--- config.mk ---
export PLATFORM = sky130hd
export DESIGN_NAME = sawtooth_monitor
export DESIGN_NICKNAME = d
export VERILOG_FILES = /design/src/rtl/sawtooth_monitor_pkg.sv /design/src/rtl/sawtooth_monitor.sv
export SDC_FILE = /design/constraint.sdc
export NUM_CORES = 1
export LEC_CHECK = 0
export ABC_AREA = 1
export BUFFER_PORTS_ARGS = -buffer_cell sky130_fd_sc_hd__buf_2
export CORE_MARGIN = 1
export CORE_UTILIZATION = 61
export DETAILED_ROUTE_END_ITERATION = 16
export GPL_TIMING_DRIVEN = 0
export HOLD_SLACK_MARGIN = 0.08
export PLACE_DENSITY = 0.79
export SLEW_MARGIN = 20
export SYNTH_ARGS = -nofsm -noshare
export SYNTH_HDL_FRONTEND = slang
export SYNTH_SLANG_ARGS = --single-unit
--- constraint.sdc ---
create_clock -name clk_audio -period 3.7 [get_ports clk_audio]
set_clock_uncertainty 0.1 [all_clocks]
set_input_delay 0.74 -clock clk_audio [delete_from_list [all_inputs] [get_ports clk_audio]]
set_output_delay 0.74 -clock clk_audio [all_outputs]
set_load 0.02 [all_outputs]
--- src/rtl/sawtooth_monitor_pkg.sv ---
`default_nettype none
// ============================================================================
// Module      : sawtooth_monitor_pkg
// Description : Shared types and constants for the sawtooth stream monitor.
// Revision    : 1.0 - initial release
// ============================================================================
package sawtooth_monitor_pkg;

    typedef enum logic [2:0] {
        EMPTY   = 3'd0,
        FIRST   = 3'd1,
        SEEK    = 3'd2,
        MEASURE = 3'd3,
        LOCKED  = 3'd4
    } state_t;

    localparam int c_err_count_width = 16;

endpackage : sawtooth_monitor_pkg
`default_nettype wire

--- src/rtl/sawtooth_monitor.sv ---
`default_nettype none
// ============================================================================
// Module      : sawtooth_monitor
// Description : Learns the step of a PCM sawtooth stream, measures its period
//               between wraps, declares lock and counts step errors.
// Revision    : 1.0 - initial release
// ============================================================================
module sawtooth_monitor
    import sawtooth_monitor_pkg::*;
#(
    parameter int BIT_WIDTH    = 16,
    parameter int PERIOD_WIDTH = 16,
    parameter int LOCK_COUNT   = 4
) (
    input  logic                         clk_audio,
    input  logic                         reset_n,
    input  logic                         sample_valid,
    input  logic signed [BIT_WIDTH-1:0]  level,
    output logic [BIT_WIDTH-1:0]         step,
    output logic [PERIOD_WIDTH-1:0]      period,
    output logic                         period_valid,
    output logic                         locked,
    output logic                         step_error,
    output logic [c_err_count_width-1:0] error_count
);

    localparam int c_good_width = (LOCK_COUNT < 2) ? 1 : $clog2(LOCK_COUNT + 1);
    localparam logic [c_good_width-1:0] c_lock_target = c_good_width'(LOCK_COUNT);

    state_t                         r_state;
    logic [BIT_WIDTH-1:0]           r_prev;
    logic [BIT_WIDTH-1:0]           r_step;
    logic [PERIOD_WIDTH-1:0]        r_period;
    logic                           r_period_valid;
    logic                           r_locked;
    logic                           r_step_error;
    logic [c_err_count_width-1:0]   r_error_count;
    logic [PERIOD_WIDTH-1:0]        r_counter;
    logic [c_good_width-1:0]        r_good;

    logic [BIT_WIDTH-1:0]           w_level_u;
    logic [BIT_WIDTH-1:0]           w_diff;
    logic                           w_wrap;
    logic                           w_step_match;
    logic                           w_cnt_sat;
    logic [PERIOD_WIDTH-1:0]        w_counter_inc;
    logic [PERIOD_WIDTH-1:0]        w_period_delta;
    logic                           w_period_good;
    logic [c_good_width-1:0]        w_good_next;

    assign w_level_u     = $unsigned(level);
    assign w_diff        = w_level_u - r_prev;
    assign w_wrap        = !r_prev[BIT_WIDTH-1] && w_level_u[BIT_WIDTH-1];
    assign w_step_match  = (w_diff == r_step);
    assign w_cnt_sat     = &r_counter;
    assign w_counter_inc = w_cnt_sat ? r_counter : r_counter + PERIOD_WIDTH'(1);

    // r_counter already holds the samples since the previous wrap; a stuck
    // counter means the true period is unknown, so it can never be good.
    assign w_period_delta = (r_counter >= r_period) ? (r_counter - r_period)
                                                    : (r_period - r_counter);
    assign w_period_good  = !w_cnt_sat &&
                            ((r_good == '0) || (w_period_delta <= PERIOD_WIDTH'(1)));
    assign w_good_next    = !w_period_good ? c_good_width'(1) :
                            (&r_good)      ? r_good : r_good + c_good_width'(1);

    always_ff @(posedge clk_audio) begin
        if (!reset_n) begin
            r_state        <= EMPTY;
            r_prev         <= '0;
            r_step         <= '0;
            r_period       <= '0;
            r_period_valid <= 1'b0;
            r_locked       <= 1'b0;
            r_step_error   <= 1'b0;
            r_error_count  <= '0;
            r_counter      <= '0;
            r_good         <= '0;
        end else begin
            r_period_valid <= 1'b0;
            r_step_error   <= 1'b0;
            if (sample_valid) begin
                r_prev <= w_level_u;
                case (r_state)
                    EMPTY: r_state <= FIRST;
                    FIRST: begin
                        r_step  <= w_diff;
                        r_state <= SEEK;
                    end
                    default: begin
                        if (!w_step_match) begin
                            // A wrap coinciding with a step error is discarded.
                            r_step_error  <= 1'b1;
                            r_error_count <= (&r_error_count) ? r_error_count
                                           : r_error_count + c_err_count_width'(1);
                            r_step        <= w_diff;
                            r_good        <= '0;
                            r_locked      <= 1'b0;
                            r_state       <= SEEK;
                        end else if (r_state == SEEK) begin
                            if (w_wrap) begin
                                r_counter <= PERIOD_WIDTH'(1);
                                r_state   <= MEASURE;
                            end
                        end else if (w_wrap) begin
                            r_period       <= r_counter;
                            r_period_valid <= 1'b1;
                            r_counter      <= PERIOD_WIDTH'(1);
                            r_good         <= w_good_next;
                            if (w_period_good && (w_good_next >= c_lock_target)) begin
                                r_state  <= LOCKED;
                                r_locked <= 1'b1;
                            end else if (!w_period_good) begin
                                r_state  <= MEASURE;
                                r_locked <= 1'b0;
                            end
                        end else begin
                            r_counter <= w_counter_inc;
                        end
                    end
                endcase
            end
        end
    end

    assign step         = r_step;
    assign period       = r_period;
    assign period_valid = r_period_valid;
    assign locked       = r_locked;
    assign step_error   = r_step_error;
    assign error_count  = r_error_count;

endmodule : sawtooth_monitor
`default_nettype wire
---- Word level (Yosys, flattened, before mapping) ----
Cells that the tools add are included.
cells by class
  $add $sub $neg .......................... 6
  $lt $le $gt $ge ......................... 3
  eq/ne operators ......................... 11
  multiplexer cells ....................... 26
  bitwise logic cells ..................... 7
  reduce and logical (&&, ||, !) cells .... 21
operators by type and width
  kind                                                                                count
  16-bit 2-to-1 mux                                                                   6
  16-bit subtractor                                                                   3
  3-bit 2-to-1 mux                                                                    11
  16-bit by 1-bit adder with 16-bit output (second input constant)                    2
  16-bit one-hot mux with 2 select lines                                              1
  16-bit AND reduction                                                                2
  16-bit equality test                                                                1
  16-bit >= comparator                                                                1
  16-bit by 1-bit less-or-equal comparator with 1-bit output (second input constant)  1
  5-bit AND reduction                                                                 3
  3-bit AND reduction                                                                 3
  2-bit != test (second input constant)                                               4
  4-bit AND reduction                                                                 2
  1-bit 2-to-1 mux                                                                    7
  1-bit NOT                                                                           7
  3-bit logical NOT                                                                   2
  6-bit by 2-bit != test with 1-bit output (second input constant)                    1
  3-bit one-hot mux with 2 select lines                                               1
  6-bit OR reduction                                                                  1
  4-bit by 2-bit != test with 1-bit output (second input constant)                    1
  4-bit OR reduction                                                                  1
  3-bit by 1-bit adder with 3-bit output (second input constant)                      1
  3-bit by 1-bit equality test with 1-bit output (second input constant)              1
  3-bit by 2-bit equality test with 1-bit output (second input constant)              1
  7 further kinds                                                                     10
word-level totals
  register bits ........................... 89
  output and inout port bits .............. 51
  logic and storage cells ................. 84

---- Logic depth before layout (Yosys ltp) ----
  depth after elaboration ................. 13
  gate-level depth with buffers ........... 24
  depth with buffers taken out ............ 24

---- Worst setup path before layout ----
Ideal clock, no wire load.
  kind .................................... input to register
  from .................................... input level[0]
  to ...................................... register r_state[0]
  arrival ................................. 2933 ps
  required time ........................... 3487 ps
  setup slack ............................. 554 ps
  stages on the path ...................... 21
  buffers on the path ..................... 1
  cells stage by stage .................... inv_1 > ha_1 > inv_1 > fa_1 > xnor2_1 > inv_1 > nand2_1 > nand4_1 > nor2_1 > nand3_1 > nor2_1 > nand2_1 > nor2_1 > nand3_1 > nor2_2 > buf_4 > nand4_1 > nand2_1 > nand2_1 > nand2_1 > nor2_1
between the ends
  longest elaborated chain between the ends .. 4
  elaborated cells on any way between the ends .. 7
  those cells by class .................... 1 x add/sub; 3 x eq/ne; 2 x mux; 1 x reduce/logical
ends and longest elaborated chain
  element                                                                                               RTL line                source
  start, declared                                                                                       sawtooth_monitor.sv:18  input logic signed [BIT_WIDTH-1:0] level,
  16-bit subtractor *                                                                                   sawtooth_monitor.sv:52  assign w_diff = w_level_u - r_prev;
  16-bit equality test *                                                                                sawtooth_monitor.sv:54  assign w_step_match = (w_diff == r_step);
  6-bit by 2-bit != test with 1-bit output (no source line), or another cell as far along               --
  3-bit AND reduction (no source line) / 3-bit one-hot mux with 2 select lines (equally long branches)  --
  end signal, assigned                                                                                  sawtooth_monitor.sv:69  r_state <= EMPTY;
  end signal, assigned                                                                                  sawtooth_monitor.sv:85  EMPTY: r_state <= FIRST;
  end signal, assigned                                                                                  sawtooth_monitor.sv:88  r_state <= SEEK;
  end, declared                                                                                         sawtooth_monitor.sv:30  state_t r_state;
Every way passes the cells marked *; elsewhere a longest branch is shown, timed or not.
A chain may end at the register's enable or synchronous reset.

---- Worst setup path in the final report ----
  from .................................... register r_counter[0]
  to ...................................... register r_state[1]
between the ends
  longest elaborated chain between the ends .. 13
  elaborated cells on any way between the ends .. 19
  those cells by class .................... 2 x add/sub; 3 x order compare; 1 x eq/ne; 7 x mux; 6 x reduce/logical
ends and longest elaborated chain
  element                                                     RTL line                 source
  start, declared                                             sawtooth_monitor.sv:38   logic [PERIOD_WIDTH-1:0] r_counter;
  start signal, assigned                                      sawtooth_monitor.sv:118  r_counter <= w_counter_inc;
  16-bit subtractor, or another cell as far along             sawtooth_monitor.sv:61   : (r_period - r_counter);
  16-bit 2-to-1 mux                                           sawtooth_monitor.sv:60   assign w_period_delta = (r_counter >= r_period) ? (r_counter - r_period)
  16-bit by 1-bit less-or-equal comparator with 1-bit output  sawtooth_monitor.sv:63   ((r_good == '0) || (w_period_delta <= PERIOD_WIDTH'(1)));
  1-bit logical OR                                            sawtooth_monitor.sv:63
  1-bit logical AND *                                         sawtooth_monitor.sv:62   assign w_period_good = !w_cnt_sat &&
  3-bit 2-to-1 mux                                            sawtooth_monitor.sv:64   assign w_good_next = !w_period_good ? c_good_width'(1) :
  3-bit >= comparator                                         sawtooth_monitor.sv:110  if (w_period_good && (w_good_next >= c_lock_target)) begin
  1-bit logical AND                                           sawtooth_monitor.sv:110
  3-bit 2-to-1 mux                                            sawtooth_monitor.sv:110
  3-bit 2-to-1 mux                                            sawtooth_monitor.sv:105  end else if (w_wrap) begin
  3-bit 2-to-1 mux                                            sawtooth_monitor.sv:100  end else if (r_state == SEEK) begin
  3-bit 2-to-1 mux                                            sawtooth_monitor.sv:91   if (!w_step_match) begin
  3-bit one-hot mux with 2 select lines                       sawtooth_monitor.sv:84   case (r_state)
  end signal, assigned                                        sawtooth_monitor.sv:85
  end signal, assigned                                        sawtooth_monitor.sv:99   r_state <= SEEK;
  end signal, assigned                                        sawtooth_monitor.sv:103  r_state <= MEASURE;
Every way passes the cells marked *; elsewhere a longest branch is shown, timed or not. The select of a mux whose other input is x is not followed.

==> results_dict.tcl <==
set metrics [dict create \
    grt_pass1_wl_um 33200 \
    worstSetupPathType "flip-flop to flip-flop" \
    layout.nets 1391 \
    fin_hold_ws_ns 0.360 \
    crit_path_max_fanout 6 \
    hold_buffers 0 \
    start_util_pct 63.5 \
    cp-start-kind "flip-flop" \
    routedWlPerCell_um 13.3 \
    r2r-start "r_counter[0]" \
    min_period_over_period_pct 92.9 \
    finalHoldViolCount 0 \
    grt_max_degree 14 \
    drtIter0Drc 531 \
    synth-seq-cells 89 \
    synth_flop_cell "dfxtp_1" \
    cap_violations 0 \
    diodes 0 \
    rsz0062_at_grt "no" \
    dpl.cell_count 1450 \
    gp_congestion 0.926 \
    grt_pass1_vias 7201 \
    clkTransAtPathRegs_ns 0.06 \
    sw_frac_of_total_pct 31.5 \
    ys_top_cells_by_area "dfxtp_1, nand2_1, inv_1, ha_1, nand3_1" \
    crit_path_end_kind "flip-flop" \
    yosysTopAreaCellShare_pct 24.3 \
    die_h_um 112 \
    tightest_slew_ns 0.687 \
    power_leakage_nw 4.26 \
    ios 70 \
    crit_chain "inv_1 -> ha_1 -> inv_1 -> fa_1 -> nand3_1 -> nand3_1 -> nand2_1 -> nand2_1 -> nand2_1 -> nand4_2 -> inv_2 -> nand2_1 -> nand2_1 -> nand3_1 -> o21bai_2 -> nand4_1 -> nand2_2 -> nand2_1 -> nand2_1 -> nor2_1" \
    portBuffers 69 \
    postCtsSetupBuffers 0 \
    synth.avg_cell_area_um2 5.93 \
    wirelength_um 19400 \
    area_delta_synth_final_pct 10.9 \
    clock_latency_ns 0.35 \
    hold_class "flip-flop to flip-flop" \
    dieArea_mm2 0.0125 \
    hold_start "r_prev[2]" \
    cp.required_ns 3.84 \
    synth_edf_count 0 \
    final-setup-viol-count 0 \
    critPathLaunch "r_counter[0]" \
    power.internal_w 0.00165 \
    instances_no_fill 1464 \
    vdd_drop_max_uv 309 \
    crit_arrival_ns 3.58 \
    crit_top_cell "nand2_1" \
    syn-num-nets 1311 \
    htreeDepth 3 \
    synth_seq_area_share_pct 24.3 \
    grt_overflow 0 \
    violations "DRC" \
    finalPower_w 0.00241 \
    slew_headroom_pct 54.0 \
    drive_gt1_share_pct 9.31 \
    yosysTopAreaCell "dfxtp_1" \
    postLayoutCoreUtil_pct 70.5 \
    post-place-ws_ns -0.0251 \
    synthesis.area_mm2 0.00735 \
    fp.dieW_um 112 \
    status "complete, but fails checks" \
    root_buffer "clkbuf_16" \
    synth_warnings 0 \
    p_clk_share_pct 35.9 \
    drt.antenna.violating_nets 0 \
    critPathMaxStageDelay_ns 0.40 \
    tritoncts "built" \
    dp_hpwl_um 15700 \
    fp-row-count 39 \
    syn_inst 1238 \
    grt_util_all_layers_pct 32.7 \
    core_mm2 0.0116 \
    vias_per_cell 5.31 \
    async_flop_share_pct 0 \
    layout_setup_ws_ns 0.263 \
    cts.path.max_buffers 2 \
    seqPwrFrac_pct 42.3 \
    pwr-share-comb_pct 21.8 \
    dr.pass1.iters 11 \
    p_sw_w 0.000759 \
    antenna_found_initial 0 \
    finalMaxSlewViolations 0 \
    period_needed_ns 3.44 \
    synth_cell_types 44 \
    cts_inserted_buffers 9 \
    fmax_mhz 291 \
    cts_num_sinks 89 \
    route.detailed.drc 1 \
    post_cts_resized 0 \
    critPathSlowestCell "fa_1" \
    vias 7779 \
    power.density_mw_per_mm2 296 \
]
worst max-delay path, delay by kind of cell (launching register included):
family,cells,cell delay (ns)
flip-flops,1,0.36
adder cells (fa/ha/maj),2,0.58
buffers and inverters,3,0.41
AND/OR/NAND/NOR,14,1.58
AO/OA/AOI/OAI,1,0.30
cell families (layout without fill, tap and decap cells):
kind of cell,Yosys count,in the layout,share of synthesized area (%)
AOI/OAI and AO/OA,138,138,10.2
xor gates and xnor gates,25,25,3.08
adders and majority gates,54,54,9.50
buffers and inverters,223,306,12.1
DFF,89,89,24.3
and+or+nand+nor,709,709,40.9
per-stage QoR:
step | TNS (ns) | cell area [µm²]
final | 0 | 8150
after global routing | 0 | 8150
after CTS | 0 | 8140
after detailed placement | -0.0897 | 7870
after global placement | -0.00700 | 7870
after floorplan | 0 | 7350
power groups by stage:
stage / sequential (W) / combinational (W) / clock [W]
after floorplan: 0.00106 / 0.000363 / 0
after global placement: 0.00104 / 0.000508 / 0
after detailed placement: 0.00104 / 0.000518 / 0
after CTS: 0.00102 / 0.000521 / 0.000869
after global routing: 0.00102 / 0.000600 / 0.000901
final: 0.00102 / 0.000526 / 0.000864
flip-flops by register name, indices dropped and copies added, names as in the netlist:
register / flops
r_counter: 16
period: 16
period_valid: 1
step_error: 1
error_count: 16
r_prev: 16
locked: 1
r_state: 3
r_good: 3
step: 16
per-layer routing:
layer | global-route usage, % | wire (µm) | vias up
met4 | 12.8 | 412 | 0
met1 | 42.1 | 9090 | 3460
met2 | 55.3 | 9020 | 200
li1 | - | - | 4090
met3 | 4.35 | 927 | 29
met5 | 0 | 0 | -
placed cells by master, fill, tap and decap left out, drive strengths merged, types with 2 or more instances in the layout:
master,Yosys,layout
nand2,412,412
inv,196,196
nor2,122,122
nand3,97,97
dfxtp,89,89
a21oi,88,88
buf,14,83
ha,51,51
nor3,35,35
nand4,33,33
o21ai,32,32
clkbuf,12,23
xor2,20,20
a31oi,6,6
xnor2,5,5
nor4,5,5
o21bai,4,4
a211oi,3,3
nor3b,3,3
fa,3,3
clkinv,1,3
a21o,2,2
area by class of cell:
| type | count | area (µm²) |
|---|---|---|
| multi-input combinational | 926 | 4680 |
| fill | 1092 | 3420 |
| sequential | 89 | 1780 |
| inverter | 197 | 742 |
| timing repair buffer | 69 | 345 |
| clock buffer | 11 | 253 |
| tap | 143 | 179 |
| buffer | 26 | 149 |
| clock inverter | 3 | 17.5 |
worst paths after layout:
path	to	slack, ns	cells past startpoint
worst max register to register	r_state[1]	0.26	20
worst max-delay path	r_state[1]	0.26	20
worst min register to register	r_prev[2]	0.36	2
worst min-delay path	r_prev[2]	0.36	2
synth_stat cells (5+ instances only):
cell type and n:
nor3_1 32, inv_1 190, nor4_1 5, nor2_1 118, nand3_1 95, a31oi_1 6, buf_4 5, xnor2_1 5
dfxtp_1 89, buf_2 5, nand4_1 32, nand2_1 410, clkbuf_1 12, inv_2 5, a21oi_1 86, o21ai_0 30
ha_1 51, xor2_1 19
No activity file was read; power rests on OpenSTA's default activity.
